File: config.mk
export PLATFORM = sky130hd
export DESIGN_NAME = if_stage
export DESIGN_NICKNAME = d
export VERILOG_FILES = /design/src/rtl/mips_pkg.sv /design/src/rtl/pc_unit.sv /design/src/rtl/if_stage.sv
export SDC_FILE = /design/constraint.sdc
export NUM_CORES = 1
export LEC_CHECK = 0
export CORE_MARGIN = 2
export CORE_UTILIZATION = 46
export CTS_BUF_LIST = sky130_fd_sc_hd__clkbuf_8
export CTS_CLUSTER_DIAMETER = 120
export DETAILED_ROUTE_END_ITERATION = 16
export PLACE_DENSITY_LB_ADDON = 0.25
export SLEW_MARGIN = 0
export SYNTH_ARGS = -nofsm -noshare
export SYNTH_HDL_FRONTEND = slang
export SYNTH_SLANG_ARGS = --single-unit
File: constraint.sdc
create_clock -name clk -period 4.7 [get_ports clk]
set_clock_uncertainty 0.2 [all_clocks]
set_input_delay 1.175 -clock clk [delete_from_list [all_inputs] [get_ports clk]]
set_output_delay 1.175 -clock clk [all_outputs]
set_load 0.01 [all_outputs]
File: src/rtl/mips_pkg.sv
// Shared fetch-path definitions: NOP encoding, default reset PC, fetch FSM states.
// Latency: n/a (constants and pure functions only).
// Backpressure: n/a.
package mips_pkg;

    localparam logic [31:0] NOP              = 32'h0000_0000;
    localparam logic [31:0] DEFAULT_RESET_PC = 32'h0000_0000;

    // Fetch FSM encoding
    localparam logic [1:0] ST_FETCH = 2'd0;
    localparam logic [1:0] ST_WAIT  = 2'd1;
    localparam logic [1:0] ST_HOLD  = 2'd2;

    // Instruction addresses are always word aligned.
    function automatic logic [31:0] align_word(input logic [31:0] addr);
        return {addr[31:2], 2'b00};
    endfunction

endpackage

File: src/rtl/pc_unit.sv
// Program counter register with +4 increment and branch-redirect mux.
// Latency: new PC visible one cycle after i_inc/i_redir; o_pc_plus4 is combinational.
// Backpressure: none; redirect wins over increment, PC holds when neither is asserted.
module pc_unit
    import mips_pkg::*;
#(
    parameter logic [31:0] RESET_PC = DEFAULT_RESET_PC
) (
    input  logic        clk,
    input  logic        rst,
    input  logic        i_inc,
    input  logic        i_redir,
    input  logic [31:0] i_target,
    output logic [31:0] o_pc,
    output logic [31:0] o_pc_plus4
);

    logic [31:0] pc_q;
    logic [31:0] pc_d;

    // Increment wraps naturally at 2^32.
    assign o_pc_plus4 = pc_q + 32'd4;
    assign o_pc       = pc_q;

    // Next PC: redirect target (aligned) beats sequential increment.
    always_comb begin
        pc_d = pc_q;
        if (i_redir) begin
            pc_d = align_word(i_target);
        end else if (i_inc) begin
            pc_d = o_pc_plus4;
        end
    end

    // PC register, reset to an aligned RESET_PC.
    always_ff @(posedge clk or posedge rst) begin
        if (rst) begin
            pc_q <= align_word(RESET_PC);
        end else begin
            pc_q <= pc_d;
        end
    end

endmodule

File: src/rtl/if_stage.sv
// Instruction fetch stage: one outstanding IM request, FETCH/WAIT/HOLD FSM, registered ID outputs.
// Latency: word returned on edge N is on the outputs after edge N; 2 cycles/instr with zero-wait memory.
// Backpressure: Stall freezes the output register (a word arriving then parks in a hold buffer);
//               redirect overrides everything. Define IF_PERF_CNT_EN to add o_IF_perf_FetchCnt.
module if_stage
    import mips_pkg::*;
#(
    parameter logic [31:0] RESET_PC = DEFAULT_RESET_PC,
    parameter int          IM_AW    = 32
) (
    input  logic             clk,
    input  logic             rst,
    output logic             o_IM_req,
    output logic [IM_AW-1:0] o_IM_addr,
    input  logic             i_IM_ready,
    input  logic             i_IM_rvalid,
    input  logic [31:0]      i_IM_rdata,
    input  logic             i_IF_ctrl_Stall,
    input  logic             i_IF_ctrl_PCSrc,
    input  logic [31:0]      i_IF_data_BranchTarget,
    output logic [31:0]      o_ID_data_instruction,
    output logic             o_ID_ctrl_Valid,
    output logic [31:0]      o_EX_data_PCNext
`ifdef IF_PERF_CNT_EN
    ,
    output logic [31:0]      o_IF_perf_FetchCnt
`endif
);

    logic [1:0]  state_q, state_d;
    logic        drop_q, drop_d;
    logic [31:0] hold_q, hold_d;
    logic [31:0] instr_q, instr_d;
    logic        valid_q, valid_d;
    logic [31:0] pcnext_q, pcnext_d;

    logic        deliver;
    logic [31:0] deliver_word;
    logic [31:0] pc;
    logic [31:0] pc_plus4;

    pc_unit #(
        .RESET_PC (RESET_PC)
    ) u_pc_unit (
        .clk        (clk),
        .rst        (rst),
        .i_inc      (deliver),
        .i_redir    (i_IF_ctrl_PCSrc),
        .i_target   (i_IF_data_BranchTarget),
        .o_pc       (pc),
        .o_pc_plus4 (pc_plus4)
    );

    // Request only in FETCH; address tracks PC, which moves only on delivery (not in FETCH) or redirect.
    assign o_IM_req = (state_q == ST_FETCH);

    generate
        if (IM_AW <= 32) begin : g_addr_trunc
            assign o_IM_addr = pc[IM_AW-1:0];
        end else begin : g_addr_ext
            assign o_IM_addr = {{(IM_AW-32){1'b0}}, pc};
        end
    endgenerate

    assign o_ID_data_instruction = instr_q;
    assign o_ID_ctrl_Valid       = valid_q;
    assign o_EX_data_PCNext      = pcnext_q;

    // FSM, drop flag, hold buffer and output register next-state.
    always_comb begin
        state_d      = state_q;
        drop_d       = drop_q;
        hold_d       = hold_q;
        instr_d      = instr_q;
        valid_d      = valid_q;
        pcnext_d     = pcnext_q;
        deliver      = 1'b0;
        deliver_word = NOP;

        if (i_IF_ctrl_PCSrc) begin
            // Redirect: whatever is in flight or buffered belongs to the wrong path.
            instr_d = NOP;
            valid_d = 1'b0;
            case (state_q)
                ST_FETCH: begin
                    if (i_IM_ready) begin
                        state_d = ST_WAIT;
                        drop_d  = 1'b1;
                    end
                end
                ST_WAIT: begin
                    if (i_IM_rvalid) begin
                        state_d = ST_FETCH;
                        drop_d  = 1'b0;
                    end else begin
                        drop_d  = 1'b1;
                    end
                end
                default: begin
                    state_d = ST_FETCH;
                end
            endcase
        end else begin
            case (state_q)
                ST_FETCH: begin
                    if (i_IM_ready) begin
                        state_d = ST_WAIT;
                    end
                end
                ST_WAIT: begin
                    if (i_IM_rvalid) begin
                        if (drop_q) begin
                            drop_d  = 1'b0;
                            state_d = ST_FETCH;
                        end else if (!i_IF_ctrl_Stall) begin
                            deliver      = 1'b1;
                            deliver_word = i_IM_rdata;
                            state_d      = ST_FETCH;
                        end else begin
                            hold_d  = i_IM_rdata;
                            state_d = ST_HOLD;
                        end
                    end
                end
                ST_HOLD: begin
                    if (!i_IF_ctrl_Stall) begin
                        deliver      = 1'b1;
                        deliver_word = hold_q;
                        state_d      = ST_FETCH;
                    end
                end
                default: begin
                    state_d = ST_FETCH;
                end
            endcase

            if (deliver) begin
                instr_d  = deliver_word;
                valid_d  = 1'b1;
                pcnext_d = pc_plus4;
            end else if (!i_IF_ctrl_Stall) begin
                instr_d = NOP;
                valid_d = 1'b0;
            end
        end
    end

    // State and output registers; reset clears everything immediately.
    always_ff @(posedge clk or posedge rst) begin
        if (rst) begin
            state_q  <= ST_FETCH;
            drop_q   <= 1'b0;
            hold_q   <= NOP;
            instr_q  <= NOP;
            valid_q  <= 1'b0;
            pcnext_q <= 32'h0000_0000;
        end else begin
            state_q  <= state_d;
            drop_q   <= drop_d;
            hold_q   <= hold_d;
            instr_q  <= instr_d;
            valid_q  <= valid_d;
            pcnext_q <= pcnext_d;
        end
    end

`ifdef IF_PERF_CNT_EN
    logic [31:0] fetch_cnt_q, fetch_cnt_d;

    assign o_IF_perf_FetchCnt = fetch_cnt_q;

    // Count instructions actually handed to decode.
    always_comb begin
        fetch_cnt_d = fetch_cnt_q;
        if (deliver) begin
            fetch_cnt_d = fetch_cnt_q + 32'd1;
        end
    end

    // Delivered-instruction counter register.
    always_ff @(posedge clk or posedge rst) begin
        if (rst) begin
            fetch_cnt_q <= 32'h0000_0000;
        end else begin
            fetch_cnt_q <= fetch_cnt_d;
        end
    end
`endif

endmodule

==> results of run 1 <==
through the flow:
stage / area, sq um / cells / hold WS [ns] / power [mW]
floorplan: 6360 / 645 / 0.259 / 2.15
global placement: 8060 / 937 / 0.259 / 2.65
detailed placement: 8060 / 937 / 0.269 / 2.70
CTS: 8440 / 968 / 0.285 / 3.62
global route: 8440 / 968 / 0.304 / 3.80
finish: 8440 / 968 / 0.278 / 3.59
flip-flops by register name, summed over array words and instances, names as in the netlist:
| name | count |
|---|---|
| o_EX_data_PCNext | 30 |
| o_ID_ctrl_Valid | 1 |
| u_pc_unit.o_pc | 30 |
| o_ID_data_instruction | 32 |
| state_q | 2 |
| hold_q | 32 |
| drop_q | 1 |
cell families after synthesis:
| kind of cell | Yosys count |
|---|---|
| multiplexers | 33 |
| XOR/XNOR | 20 |
| adder cells (fa/ha/maj) | 4 |
| buffers and inverters | 66 |
| AO/OA/AOI/OAI | 168 |
| other | 1 |
| AND/OR/NAND/NOR | 222 |
| flip-flops | 128 |
area by class of cell:
type                    count  area share
well taps                 176      0.0261
flip-flops and latches    128       0.380
inverters                  10     0.00489
repair buffers            172       0.202
clock inverters            14      0.0170
multi-input cells         451       0.342
clock buffers              17      0.0277
worst max-delay path: cells and delay by family:
kind / cells / cell delay (ns)
and+or+nand+nor: 2 / 0.54
muxes: 1 / 0.39
buffers and inverters: 3 / 1.33
path summary, 6_finish.rpt:
kind                       cells past startpoint  slack [ns]                         to
min                                            2        0.28   o_ID_data_instruction[1]
max reg2reg                                    5        1.82       o_EX_data_PCNext[30]
min reg2reg                                    2        0.28   o_ID_data_instruction[1]
min in group asynchronous                      2        1.04   o_ID_data_instruction[5]
max in group asynchronous                      3        2.38  o_ID_data_instruction[27]
max                                            6        1.35                  hold_q[2]
synth_stat cells, drive strengths merged (10+ instances only):
library cell	n	share of area
clkbuf	39	0.023
nor2	21	0.012
inv	10	0.0059
xnor2	11	0.015
mux2	32	0.057
nand4	10	0.012
or4	29	0.035
o211ai	16	0.020
dfrtp	128	0.50
buf	17	0.015
a31oi	16	0.016
a22oi	34	0.040
nand2	90	0.053
o21ai	63	0.050
nand3	28	0.023
o31ai	12	0.014
where the power goes:
group,switching [mW],leakage [nW],internal (mW)
clock,0.444,0.185,0.465
combinational,0.519,1.51,0.568
sequential,0.202,1.62,1.39
total,1.17,3.31,2.43
layer usage:
layer  global-route usage  up-vias
met1                0.336     2763
met3               0.0526       34
met4                0.104        0
li1                     -     2634
met2                0.369      200
met5                    0        -
==> out/metrics.yaml, run 1 <==
wl_met1_microns: 7850
final_common_cell: "clkdlybuf4s50_1"
peakVddDrop_v: 0.000193
synth_top_family_by_area: "simple AND/OR/NAND/NOR gates"
clock-sinks: 128
synthMuxAreaShare: 0.0584
vias: 5631
gp_congestion: 0.811
utilization: 0.632
multi_input_area_sq_um: 2890
grt_max_degree: 61
critPathKind: "in2reg"
cts_tree: "done"
dpl.hpwl_microns: 11800
wl_met3_microns: 1030
p_leak_nw: 3.31
synth.avg_cell_area_sq_um: 9.88
required_ns: 4.83
r2r-start: "u_pc_unit.o_pc[2]"
ctsResizeCount: 0
crit_path_max_incr_delay_ns: 0.54
post-route-period-util: 0.713
pwr_density_cell_nw_per_um2: 426
synth_top_flop_cell: "dfrtp_1"
ant_nets: 0
row_count: 42
core_area_sq_um: 13300
maxCapViolations: 0
ys_types: 60
finalCriticalPeriod_ns: 3.35
dp_slack_ns: 0.898
arrival_ns: 3.48
finalSetupTns_ns: 0
yosysWarnings: 0
async_reset_ff_frac: 1.00
ys_seq_area_frac: 0.505
layout-drive-gt1-share: 0.0795
grt_pass1_wl_microns: 28000
synthesis.area_sq_um: 6340
synth_xor_area_frac: 0.0276
fin_nets: 854
worstHoldStart: "o_ID_data_instruction[1]"
io_buffers: 161
grt_setup_unrepaired: "false"
cp-start-kind: "input port"
clockBufferDepth: 2
grt_pass1_vias: 5532
firstDrtPassIters: 5
cts.clk_slew.worst_paths_ns: 0.07
slew_headroom: 0.388
drc_errors: 0
drv_slew: 0
synth_compound_gate_area_share: 0.173
drt_iter0_drc: 444
numCtsBuffers: 17
syn_to_final_growth_pct: 33.0
ys_seq_elements: 128
setup_viol: 0
run_status: "complete, no violations"
crit_fanout: 33
cp_common_cell: "buf_4"
synth-edff-count: 0
fill_cells: 1114
netlist_instances: 642
synth-simple-area-share: 0.184
grtUsageTotal: 0.243
setup.worst_path.start: "i_IM_rvalid"
initial_core_util: 0.475
synthAdderAreaFrac: 0.00789
postCtsHoldBufs: 0
cp_cell_sequence: "clkdlybuf4s50_1, and3b_2, buf_4, and2_1, buf_4, mux2_2"
max_freq_mhz: 298
hold_viol_final: 0
top_layer: "met4"
fin_ws_ns: 1.35
cts_root_buffer: "clkbuf_8"
crit_path_end_kind: "flip-flop"
crit_slowest_cell: "clkdlybuf4s50_1"
final_cell_mix: "161 x clkdlybuf4s50_1, 128 x dfrtp_1, 90 x nand2_1, 46 x o21ai_0, 34 x a22oi_1"
fp.dieH_microns: 121
die_area_sq_um: 14700
vias_per_cell: 5.82
gr-total-overflow: 0
postCtsSetupBuffers: 0
worst_pin_slew_ns: 0.918
io_pins: 168
met2WireLength_microns: 8190
grt_antenna_before_repair: 0
clkLatencyLatePin_ns: 0.44
drt-total-wl_microns: 17500
hold_path.class: "reg2reg"
n_antenna_cell: 0
die_w_microns: 121
h-tree-depth: 4
wire_per_inst_microns: 18.0
final-seq-area_sq_um: 3200
Note: power is estimated with default switching activity, not from simulation.
==> inputs of run 2 (changes only) <==
==> constraint.sdc (replaced) <==
create_clock -name clk -period 2.7 [get_ports clk]
set_clock_uncertainty 0.2 [all_clocks]
set_input_delay 0.675 -clock clk [delete_from_list [all_inputs] [get_ports clk]]
set_output_delay 0.675 -clock clk [all_outputs]
set_load 0.01 [all_outputs]
==> run 2 against run 1 <==
Global-route usage rose by 0.89 points. Utilization increased by 2.2 points. Sequential power rose by 73%. Setup slack got worse by 1.3 ns. Final area is 3.5% higher. First-iteration DRC count up 2.0%. Sequential share of layout area fell by 1.3 points. Flip-flop and latch count unchanged. Critical endpoint is now o_IM_req. Highest routed layer unchanged.
==> out/metrics.yaml, run 2 (same netlist as run 1, synthesis figures left out) <==
grt_antenna_before_repair: 0  # unchanged
grt_pass1_wl_microns: 29000  # +3.6%
syn_to_final_growth_pct: 37.7
use_met1: 0.347  # +0.0107
row_count: 42  # unchanged
gp_congestion: 0.870  # +7.3%
cp-start-kind: "flip-flop"
hold_viol_final: 0  # unchanged
cts.clk_slew.worst_paths_ns: 0.07  # about the same
required_ns: 1.82  # -3.01 ns
p_leak_nw: 3.49  # +5.4%
post-route-period-util: 0.968
numCtsBuffers: 17  # unchanged
firstDrtPassIters: 5  # unchanged
die_w_microns: 121  # unchanged
postCtsHoldBufs: 0  # unchanged
ctsResizeCount: 0  # unchanged
finalCriticalPeriod_ns: 2.61
dp.cells: 965  # +3.0%
rrSetupSlack_ns: 0.16  # -1.66 ns
peakVddDrop_v: 0.000377  # +95%
critPathKind: "reg2out"
core_area_sq_um: 13300  # unchanged
io_pins: 168  # unchanged
grt_util_met3: 0.0564  # +0.00376
setup_viol: 0  # unchanged
grt_pass1_vias: 5725  # +3.5%
crit_path_end_kind: "primary output"
final_cell_mix: "161 x clkdlybuf4s50_1, 128 x dfrtp_1, 90 x nand2_1, 46 x o21ai_0"
maxCapViolations: 0  # unchanged
postCtsSetupBuffers: 0  # unchanged
drc_errors: 0  # unchanged
worstHoldStart: "o_EX_data_PCNext[3]"
initial_core_util: 0.475  # unchanged
gr-total-overflow: 0  # unchanged
placed_cell_area_sq_um: 8320  # +3.2%
grt_busiest_layer: "met2"
h-tree-depth: 4  # unchanged
r2r-start: "u_pc_unit.o_pc[3]"
clockBufferDepth: 2  # unchanged
cts_root_buffer: "clkbuf_8"
fp.dieH_microns: 121  # unchanged
fin_nets: 882  # +3.3%
setup.worst_path.start: "state_q[0]"
grt_setup_unrepaired: "false"
pwr_density_cell_nw_per_um2: 739  # +74%
hold_path.class: "reg2reg"
die_area_sq_um: 14700  # unchanged
dpl.hpwl_microns: 12500  # +5.3%
drt_iter0_drc: 453  # +2.0%
stdcell_count: 997  # +3.0%
vias: 5770  # +2.5%
grt_max_degree: 66  # +8.2%
wire_per_inst_microns: 17.8  # -1.1%
final_common_cell: "clkdlybuf4s50_1"
clock-sinks: 128  # unchanged
drt-total-wl_microns: 17800  # +1.9%
drv_slew: 0  # unchanged
vias_per_cell: 5.79  # -0.51%
ant_nets: 0  # unchanged
design_area_sq_um: 8740  # +3.5%
arrival_ns: 1.74  # -1.74 ns
hold_ws_ns: 0.279  # +0.000496 ns
cts_tree: "done"
clkLatencyLatePin_ns: 0.46  # +0.02 ns
n_antenna_cell: 0  # unchanged
layout-drive-gt1-share: 0.112  # +0.0325
utilization: 0.654  # +0.0222
grtUsageTotal: 0.252  # +0.00888
io_buffers: 161  # unchanged
globalRouteMet2Util: 0.393  # +0.0235
max_freq_mhz: 382
crit_fanout: 3  # -91%
run_status: "complete, no violations"
==> run 2: cell types whose count changed in the layout (fill, tap and decap cells not counted), sizes merged <==
cell | before | now
buf | 11 | 39
clkbuf | 17 | 22
clkinv | 6 | 2
clkinvlp | 5 | 4
inv | 11 | 12
==> run 2: path summary, 6_finish.rpt <==
kind / endpoint / cells past startpoint
max reg2reg: o_EX_data_PCNext[22] / 6
max in group asynchronous: o_EX_data_PCNext[12] / 3
max: o_IM_req / 3
min reg2reg: o_EX_data_PCNext[3] / 2
min: o_EX_data_PCNext[3] / 2
min in group asynchronous: o_ID_ctrl_Valid / 3
==> run 2: cell type report <==
cell class / count / area, sq um
Fill cell: 1074 / 4610
Sequential cell: 128 / 3200
Multi-Input combinational cell: 451 / 2890
Timing Repair Buffer: 200 / 1970
Clock buffer: 22 / 303
Tap cell: 176 / 220
Clock inverter: 10 / 109
Inverter: 10 / 41.3
==> run 2: critical path, stage by stage (launching register included) <==
cell             delay (ns)
dfrtp_1                0.40
inv_1                  0.10
ha_1                   0.21
clkdlybuf4s50_1        0.58
==> run 2: power by group <==
group / total, mW / switching (mW) / internal, mW
Sequential: 2.75 / 0.329 / 2.42
Combinational: 2.00 / 0.930 / 1.07
Clock: 1.71 / 0.770 / 0.936
==> run 2: metal layers <==
| metal | part of all wire | wire [microns] |
|---|---|---|
| met3 | 0.064 | 1140 |
| met4 | 0.012 | 216 |
| met1 | 0.44 | 7790 |
| met5 | 0 | 0 |
| met2 | 0.49 | 8650 |
==> run 2: per-stage QoR <==
step | TNS [ns] | total power, mW | setup WS, ns
finish | 0 | 6.46 | 0.0854
floorplan | 0 | 3.74 | 0.244
CTS | 0 | 6.50 | 0.0508
global placement | 0 | 4.70 | 0.0429
detailed placement | -0.158 | 4.79 | -0.0271
global route | 0 | 6.83 | 0.0227
==> inputs of run 3 (changes only) <==
--- a/config.mk
+++ b/config.mk
@@ -6,12 +6,12 @@
 export NUM_CORES = 1
 export LEC_CHECK = 0
 export CORE_MARGIN = 2
-export CORE_UTILIZATION = 46
+export CORE_UTILIZATION = 54
 export CTS_BUF_LIST = sky130_fd_sc_hd__clkbuf_8
 export CTS_CLUSTER_DIAMETER = 120
 export DETAILED_ROUTE_END_ITERATION = 16
 export PLACE_DENSITY_LB_ADDON = 0.25
-export SLEW_MARGIN = 0
+export SLEW_MARGIN = 40
 export SYNTH_ARGS = -nofsm -noshare
 export SYNTH_HDL_FRONTEND = slang
 export SYNTH_SLANG_ARGS = --single-unit
==> constraint.sdc (replaced) <==
create_clock -name clk -period 3.2 [get_ports clk]
set_clock_uncertainty 0.2 [all_clocks]
set_input_delay 0.8 -clock clk [delete_from_list [all_inputs] [get_ports clk]]
set_output_delay 0.8 -clock clk [all_outputs]
set_load 0.01 [all_outputs]
==> run 3 against run 2 <==
Hold slack lost 0.00052 ns. Utilization grew 9.6 points. Final area shrank 1.8%. Register-to-register slack gained 0.30 ns. Total power shrank 16%. Non-clock buffer count shrank 16. First-iteration DRC count grew 7.5%. Largest cell class unchanged.
==> out/metrics.yaml, run 3 (same netlist as run 1, synthesis figures left out) <==
post-route-period-util: 0.858
grt_pass1_vias: 5653  # -1.3%
p_leak_nw: 3.41  # -2.2%
crit_fanout: 28  # +25
syn_to_final_growth_pct: 35.2
drt_iter0_drc: 487  # +7.5%
critPathKind: "reg2reg"
io_pins: 168  # unchanged
peakVddDrop_v: 0.000462  # +22%
max_freq_mhz: 364
io_buffers: 161  # unchanged
maxCapViolations: 0  # unchanged
cp_cell_sequence: "ha_1, nand3_2, or3_2, or4_1, a31oi_1"
r2r_end: "o_EX_data_PCNext[30]"
postCtsHoldBufs: 0  # unchanged
clkLatencyLatePin_ns: 0.44  # -0.02 ns
final_cell_mix: "161 x clkdlybuf4s50_1, 128 x dfrtp_1, 90 x nand2_1, 46 x o21ai_0, 34 x a22oi_1"
crit_path_end_kind: "flip-flop"
fill_cells: 831  # -23%
run_status: "complete, no violations"
setup_viol: 0  # unchanged
crit_path_max_incr_delay_ns: 0.73  # +0.15 ns
fp.dieH_microns: 112  # -7.4%
initial_core_util: 0.556  # +0.0803
postCtsSetupBuffers: 0  # unchanged
hold_path_depth: 2  # unchanged
firstDrtPassIters: 5  # unchanged
layout-drive-gt1-share: 0.0944  # -0.0176
die_w_microns: 112  # -7.4%
drv_slew: 0  # unchanged
vias: 5835  # +1.1%
numCtsBuffers: 17  # unchanged
grt_setup_unrepaired: "false"
h-tree-depth: 4  # unchanged
r2r-start: "u_pc_unit.o_pc[3]"
gp_congestion: 0.878  # +0.91%
pwr_density_cell_nw_per_um2: 632  # -15%
design_area_sq_um: 8570  # -1.8%
setup.worst_path.start: "u_pc_unit.o_pc[3]"
hold_ws_ns: 0.278  # -0.000517 ns
cts_root_buffer: "clkbuf_8"
required_ns: 3.35  # +1.53 ns
worst_pin_slew_ns: 0.772
final_common_cell: "clkdlybuf4s50_1"
crit_slowest_cell: "or3_2"
gr-total-overflow: 0  # unchanged
critical_path_buf_inv_count: 0  # -2
core_area_sq_um: 11400  # -14%
dpl.hpwl_microns: 11900  # -4.3%
slew_headroom: 0.481
rr_worst_depth: 5  # -1
cts_tree: "done"
drc_errors: 0  # unchanged
clock-sinks: 128  # unchanged
worstHoldStart: "o_ID_data_instruction[0]"
finalCriticalPeriod_ns: 2.74
grt_pass1_wl_microns: 28400  # -2.0%
drt-total-wl_microns: 17400  # -2.3%
placed_cell_area_sq_um: 8140  # -2.2%
grtUsageTotal: 0.282  # +0.0300
die_area_sq_um: 12600  # -14%
grt_max_degree: 36  # -45%
row_count: 39  # -7.1%
cts.clk_slew.worst_paths_ns: 0.07  # about the same
finalSetupTns_ns: 0  # unchanged
cp.depth: 5  # +2
hold_path.class: "reg2reg"
grt_antenna_before_repair: 0  # unchanged
clockBufferDepth: 2  # unchanged
crit_end: "o_EX_data_PCNext[30]"
cpLargestDelayFamily: "simple AND/OR/NAND/NOR gates"
wire_per_inst_microns: 18.3  # +2.8%
arrival_ns: 2.90  # +1.16 ns
n_antenna_cell: 0  # unchanged
ctsResizeCount: 0  # unchanged
ant_nets: 0  # unchanged
hold_viol_final: 0  # unchanged
rrSetupSlack_ns: 0.46  # +0.30 ns
cp-start-kind: "flip-flop"
vias_per_cell: 6.16  # +6.4%
fin_nets: 866  # -1.8%
==> run 3: changes by cell type in the layout (fill, tap and decap cells not counted), sizes merged <==
cell      before  now
clkinvlp       4    3
buf           39   23
inv           12   11
clkinv         2    4
==> run 3: through the flow <==
step | setup WS [ns] | util | power (mW) | instances
6_report | 0.456 | 0.751 | 5.41 | 948
3_5_place_dp | 0.194 | 0.713 | 4.00 | 915
4_1_cts | 0.446 | 0.749 | 5.44 | 947
5_1_grt | 0.361 | 0.751 | 5.72 | 948
3_3_place_gp | 0.259 | 0.713 | 3.91 | 915
2_1_floorplan | 0.619 | - | 3.16 | 645
==> run 3: how the worst min path moves through the flow <==
stage               slack [ns]                       end
finish                    0.28  o_ID_data_instruction[0]
global placement          0.26           o_ID_ctrl_Valid
CTS                       0.28           o_ID_ctrl_Valid
global route              0.30      o_EX_data_PCNext[21]
detailed placement        0.26           o_ID_ctrl_Valid
floorplan                 0.26                hold_q[18]
==> run 3: final cells by class <==
| class | instances | area (sq um) | area share |
|---|---|---|---|
| clock buffer | 22 | 303 | 0.0353 |
| clock inverter | 10 | 110 | 0.0128 |
| inverter | 10 | 41.3 | 0.00482 |
| multi-input combinational | 451 | 2890 | 0.337 |
| sequential | 128 | 3200 | 0.374 |
| tap | 143 | 179 | 0.0209 |
| timing repair buffer | 184 | 1850 | 0.215 |
==> run 3: metal layers <==
| layer | up-vias | global-route usage | share of wire |
|---|---|---|---|
| li1 | 2663 | - | - |
| met1 | 2873 | 0.387 | 0.43 |
| met2 | 274 | 0.448 | 0.48 |
| met3 | 25 | 0.0605 | 0.072 |
| met4 | 0 | 0.0976 | 0.019 |
| met5 | - | 0 | 0 |
==> run 3: worst register-to-register path, cell delays in order, from the launching register on <==
cell     delay, ns
dfrtp_1       0.48
ha_1          0.29
nand3_2       0.16
or3_2         0.73
or4_1         0.60
a31oi_1       0.20
==> run 3: report_power, final <==
group          total [mW]  leakage (nW)  switching, mW  internal [mW]
Combinational        1.64          1.58          0.776          0.864
Clock                1.42         0.213          0.633          0.790
Sequential           2.35          1.62          0.305           2.05
